$ cat src/rtl/ahb3lite_pkg.sv
// Shared AHB-Lite types plus the CPU/DMA arbiter owner encoding and burst-length constants.
package ahb3lite_pkg;

  typedef enum logic [1:0] {
    IDLE   = 2'b00,
    BUSY   = 2'b01,
    NONSEQ = 2'b10,
    SEQ    = 2'b11
  } HTRANS_state;

  typedef enum logic [2:0] {
    SINGLE = 3'd0,
    INCR   = 3'd1,
    WRAP4  = 3'd2,
    INCR4  = 3'd3,
    WRAP8  = 3'd4,
    INCR8  = 3'd5,
    WRAP16 = 3'd6,
    INCR16 = 3'd7
  } HBURST_Type;

  typedef enum logic {
    CPU = 1'b0,
    DMA = 1'b1
  } arb_owner_e;

  localparam int BEATS_INCR4  = 4;
  localparam int BEATS_INCR8  = 8;
  localparam int BEATS_INCR16 = 16;

  // Beats still to come after the NONSEQ of a counted burst; 0 means "not counted".
  function automatic logic [3:0] burst_reload(input HBURST_Type burst);
    case (burst)
      INCR4:   return 4'(BEATS_INCR4 - 1);
      INCR8:   return 4'(BEATS_INCR8 - 1);
      INCR16:  return 4'(BEATS_INCR16 - 1);
      default: return 4'd0;
    endcase
  endfunction

endpackage

$ cat src/rtl/ahb_burst_beat_counter.sv
// Remaining-beat counter that keeps fixed-length INCR4/8/16 bursts atomic on the shared slave.
module ahb_burst_beat_counter
  import ahb3lite_pkg::*;
(
  input  logic        HCLK,
  input  logic        HRESETn,
  input  logic        HREADY,
  input  HTRANS_state HTRANS,
  input  HBURST_Type  HBURST,
  output logic [3:0]  count,
  output logic        burst_active
);

  logic [3:0] reload;

  // burst_active flags a counted burst being launched in this very cycle.
  always_comb begin
    reload       = burst_reload(HBURST);
    burst_active = HREADY && (HTRANS == NONSEQ) && (reload != 4'd0);
  end

  // NOTE: state lives in always_ff with non-blocking assignments and an async
  // reset in the sensitivity list; blocking assignments here would race with readers.
  always_ff @(posedge HCLK or negedge HRESETn) begin
    if (!HRESETn) begin
      count <= 4'd0;
    end else if (burst_active) begin
      count <= reload;
    end else if (HREADY && (HTRANS == SEQ) && (count != 4'd0)) begin
      count <= count - 4'd1;
    end
  end

endmodule

$ cat src/rtl/ahb_cpu_dma_arbiter.sv
// Two-master (CPU/DMA) AHB-Lite arbiter with address/data muxing and atomic fixed bursts.
// Define ARB_ROUND_ROBIN_EN for round-robin on contention; default is fixed DMA priority.
module ahb_cpu_dma_arbiter
  import ahb3lite_pkg::*;
#(
  parameter int ADDR_W = 32,
  parameter int DATA_W = 32
) (
  input  logic              HCLK,
  input  logic              HRESETn,
  input  logic              cpu_req,
  input  logic              dma_req,
  output logic              cpu_grant,
  output logic              dma_grant,
  input  logic [ADDR_W-1:0] cpu_HADDR,
  input  logic [ADDR_W-1:0] dma_HADDR,
  input  HTRANS_state       cpu_HTRANS,
  input  HTRANS_state       dma_HTRANS,
  input  HBURST_Type        cpu_HBURST,
  input  HBURST_Type        dma_HBURST,
  input  logic              cpu_HWRITE,
  input  logic              dma_HWRITE,
  input  logic [2:0]        cpu_HSIZE,
  input  logic [2:0]        dma_HSIZE,
  input  logic [DATA_W-1:0] cpu_HWDATA,
  input  logic [DATA_W-1:0] dma_HWDATA,
  output logic [ADDR_W-1:0] HADDR,
  output HTRANS_state       HTRANS,
  output HBURST_Type        HBURST,
  output logic              HWRITE,
  output logic [2:0]        HSIZE,
  output logic [DATA_W-1:0] HWDATA,
  input  logic              HREADY,
  output arb_owner_e        HMASTER,
  output arb_owner_e        data_owner
);

  typedef enum logic {OWN_CPU = 1'b0, OWN_DMA = 1'b1} owner_state_e;

  owner_state_e state_q, state_d;
  arb_owner_e   winner;
  logic         owner_req;
  logic         arb_point;
  logic         burst_active;
  logic [3:0]   beat_count;

  always_ff @(posedge HCLK or negedge HRESETn) begin
    if (!HRESETn) state_q <= OWN_CPU;
    else          state_q <= state_d;
  end

  always_comb begin
    HMASTER   = (state_q == OWN_DMA) ? DMA : CPU;
    cpu_grant = (state_q == OWN_CPU);
    dma_grant = (state_q == OWN_DMA);
  end

  // An ungranted-but-owning master with req low is presented to the slave as IDLE.
  always_comb begin
    if (HMASTER == DMA) begin
      owner_req = dma_req;
      HADDR     = dma_HADDR;
      HTRANS    = dma_HTRANS;
      HBURST    = dma_HBURST;
      HWRITE    = dma_HWRITE;
      HSIZE     = dma_HSIZE;
    end else begin
      owner_req = cpu_req;
      HADDR     = cpu_HADDR;
      HTRANS    = cpu_HTRANS;
      HBURST    = cpu_HBURST;
      HWRITE    = cpu_HWRITE;
      HSIZE     = cpu_HSIZE;
    end
    if (!owner_req) HTRANS = IDLE;
  end

  assign HWDATA = (data_owner == DMA) ? dma_HWDATA : cpu_HWDATA;

  always_ff @(posedge HCLK or negedge HRESETn) begin
    if (!HRESETn)    data_owner <= CPU;
    else if (HREADY) data_owner <= HMASTER;
  end

  ahb_burst_beat_counter u_beat (
    .HCLK         (HCLK),
    .HRESETn      (HRESETn),
    .HREADY       (HREADY),
    .HTRANS       (HTRANS),
    .HBURST       (HBURST),
    .count        (beat_count),
    .burst_active (burst_active)
  );

  // HTRANS is already forced to IDLE when the owner's req is low.
  assign arb_point = HREADY && (beat_count == 4'd0) && !burst_active && (HTRANS == IDLE);

`ifdef ARB_ROUND_ROBIN_EN
  arb_owner_e last_served;

  always_ff @(posedge HCLK or negedge HRESETn) begin
    if (!HRESETn)                              last_served <= CPU;
    else if (arb_point && (cpu_req || dma_req)) last_served <= winner;
  end
`endif

  // NOTE: every combinational output gets a default first so no path infers a latch.
  always_comb begin
    winner  = CPU;
    state_d = state_q;
    case ({cpu_req, dma_req})
`ifdef ARB_ROUND_ROBIN_EN
      2'b11:   winner = (last_served == DMA) ? CPU : DMA;
`else
      2'b11:   winner = DMA;
`endif
      2'b01:   winner = DMA;
      default: winner = CPU;
    endcase
    if (arb_point) state_d = (winner == DMA) ? OWN_DMA : OWN_CPU;
  end

endmodule

$ cat config.mk
export PLATFORM = sky130hd
export DESIGN_NAME = ahb_cpu_dma_arbiter
export DESIGN_NICKNAME = d
export VERILOG_FILES = /design/src/rtl/ahb3lite_pkg.sv /design/src/rtl/ahb_burst_beat_counter.sv /design/src/rtl/ahb_cpu_dma_arbiter.sv
export SDC_FILE = /design/constraint.sdc
export NUM_CORES = 1
export LEC_CHECK = 0
export CORE_AREA = 2 2 89 91
export DETAILED_ROUTE_END_ITERATION = 7
export DIE_AREA = 0 0 91 93
export PLACE_DENSITY_LB_ADDON = 0.05
export SYNTH_ARGS = -nofsm -noshare
export SYNTH_HDL_FRONTEND = slang
export SYNTH_HIERARCHICAL = 1
export SYNTH_SLANG_ARGS = --single-unit
$ cat constraint.sdc
create_clock -name HCLK -period 6.15 [get_ports HCLK]
set_input_delay 0.9225 -clock HCLK [delete_from_list [all_inputs] [get_ports HCLK]]
set_output_delay 0.9225 -clock HCLK [all_outputs]
set_load 0.005 [all_outputs]
==> flow_summary.json <==
{
  "cts_tree": "yes",
  "run_status": "completed",
  "coreArea_sq_mm": 0.00753,
  "r2r-start": "dma_grant",
  "critPathCapture": "HTRANS[1]",
  "vias_per_cell": 4.13,
  "synthTopCellsByArea": "mux2_2 64%, dfrtp_1 12%, o21ai_2 3.5%",
  "gr-usage-all-layers_pct": 14.4,
  "io_pins": 228,
  "cts.sinks": 6,
  "clk_path_buf_depth": 2,
  "maxCapViolCount": 0,
  "dieArea_sq_mm": 0.00846,
  "drt-total-wl_um": 6590,
  "crit_path_start_kind": "input pin",
  "hold_viol_final": 0,
  "grt_setup_unrepaired": "no",
  "cp-startpoint": "cpu_req",
  "drc": 0,
  "worstSetupEndpointType": "primary output",
  "final_max_slew_viol_count": 0,
  "clk_latency_ps": 220,
  "reg2reg_setup_slack_ps": 3490,
  "reg2reg_to": "dma_grant",
  "final.setup.tns_ps": 0,
  "grt_pass1_vias": 1951,
  "drt_iter0_markers": 8,
  "min_period_over_period_pct": 51.5,
  "worstHoldStart": "u_beat/count[1]",
  "root_buffer": "clkbuf_8",
  "fin_crit_ps": 3170,
  "syn_nets": 275,
  "synth_top_area_cell": "mux2_2",
  "cp.required_ps": 5230,
  "crit_path_max_fanout": 4,
  "cts_resized": 0,
  "gp_congestion": 0.699,
  "yosysTopAreaCellShare_pct": 64.1,
  "yosys_warnings": 6,
  "synth_seq_cells": 6,
  "wire_per_inst_um": 14.7,
  "hpwlAfterDp_um": 5730,
  "hold_buffers": 0,
  "mappedNetlistArea_sq_mm": 0.00126,
  "ant_nets": 0,
  "grt_max_degree": 49,
  "fp-row-count": 32,
  "syn_area_per_cell_sq_um": 10.3,
  "clock.fmax_mhz": 315,
  "first_pass_iters": 4,
  "p_per_area_mw_per_mm2": 251,
  "nets": 498,
  "layout-drive-gt1-share_pct": 25.2,
  "num_antenna_cells": 0,
  "finalSetupViolCount": 0,
  "worst-slew-pin-transition_ps": 1020,
  "ys_top_cells_by_count": "72 x mux2_2, 8 x buf_2, 7 x nand2_1",
  "seq_area_frac_synth_pct": 11.9,
  "die_h_um": 93,
  "vdd_drop_max_mv": 0.0940,
  "postSynthCellCount": 123,
  "postCtsSetupBuffers": 0,
  "async_flop_share_pct": 100,
  "p_leak_nw": 1.37,
  "placed_cells": 443,
  "skew_ps": 4.54,
  "synth.most_common_cell": "mux2_2",
  "clkTransAtPathRegs_ps": 40,
  "synth-edff-count": 0,
  "fin_cells": 447,
  "die_x_um": 91,
  "worstRegToRegCells": 7,
  "yosys_most_used_dff": "dfrtp_1",
  "portBuffers": 227,
  "start_util_pct": 16.8,
  "cts_buffers": 3,
  "synthDistinctLibCells": 23,
  "grt_first_pass_wirelength_um": 9800,
  "crit_type": "in -> out",
  "maxSlewHeadroom_pct": 32.0,
  "antenna_found_initial": 0,
  "min_path_type": "reg -> reg",
  "htreeDepth": 1,
  "via_count": 1847,
  "worst_ep_arrival_time_ps": 2250,
  "grt_overflow_total": 0,
  "area_growth_pct": 189
}
==> worst max-delay path, stage by stage <==
cell             delay [ps]
clkdlybuf4s50_1         470
nand2_1                  90
o21ai_2                 200
clkdlybuf4s50_1         560
==> how the worst min path moves through the flow <==
stage,slack [ps],endpoint,depth (start not counted)
4_1_cts,590,u_beat/count[1],2
6_report,580,u_beat/count[1],2
2_1_floorplan,540,u_beat/count[1],2
3_5_place_dp,580,u_beat/count[1],2
3_3_place_gp,560,u_beat/count[1],2
5_1_grt,610,u_beat/count[1],2
==> registers in the layout, indices dropped and copies added (netlist names) <==
| signal | cells |
|---|---|
| data_owner | 1 |
| u_beat/count | 4 |
| dma_grant | 1 |
==> area by class of cell <==
| class | count | area, sq um |
|---|---|---|
| inverter | 4 | 15.0 |
| multi-input combinational | 103 | 1040 |
| sequential | 6 | 151 |
| clock buffer | 4 | 45.0 |
| tap | 102 | 128 |
| fill | 742 | 3870 |
| timing repair buffer | 228 | 2280 |
==> layer usage <==
metal | wire (um) | share of wire (%) | GRT usage (%) | up-vias
met2 | 3420 | 52 | 27.6 | 135
li1 | - | - | - | 902
met3 | 898 | 14 | 6.53 | 8
met5 | 0 | 0 | 0 | -
met4 | 116 | 1.8 | 4.67 | 0
met1 | 2160 | 33 | 13.7 | 802
==> power breakdown <==
group / internal, W / switching (W) / leakage, nW
Sequential: 0.0000581 / 0.0000828 / 0.0710
Combinational: 0.000525 / 0.000189 / 1.27
Clock: 0.0000446 / 0.0000177 / 0.0228
Total: 0.000628 / 0.000290 / 1.37
==> per-stage QoR <==
stage / area (sq um) / total power [W] / utilization (%) / worst slack [ps] / hold slack, ps
floorplan: 1260 / 0.000442 / - / 3870 / 535
global placement: 3610 / 0.000871 / 48.0 / 2970 / 565
detailed placement: 3610 / 0.000867 / 48.0 / 2960 / 584
CTS: 3660 / 0.000936 / 48.6 / 2970 / 593
global route: 3660 / 0.000986 / 48.6 / 2900 / 614
finish: 3660 / 0.000918 / 48.6 / 2980 / 580
==> cell usage in the layout, fill, tap and decap left out, types with 2 or more instances in the layout <==
cell / count
nand3_1: 4
clkdlybuf4s50_1: 227
o21ai_2: 5
nand2_1: 7
dfrtp_1: 5
inv_1: 3
nor3_2: 2
and4b_1: 2
mux2_2: 72
clkbuf_8: 3
==> logic make-up after synthesis <==
logic type               count (synthesis)  synth area share, %
buffers and inverters                   14                 5.84
flip-flops                               6                 11.9
AND/OR/NAND/NOR                         19                 9.89
XOR/XNOR                                 2                 1.39
adder cells (fa/ha/maj)                  1                0.989
multiplexers                            73                 65.0
AO/OA/AOI/OAI                            8                 5.04
Power figures use the tool's default switching activity.
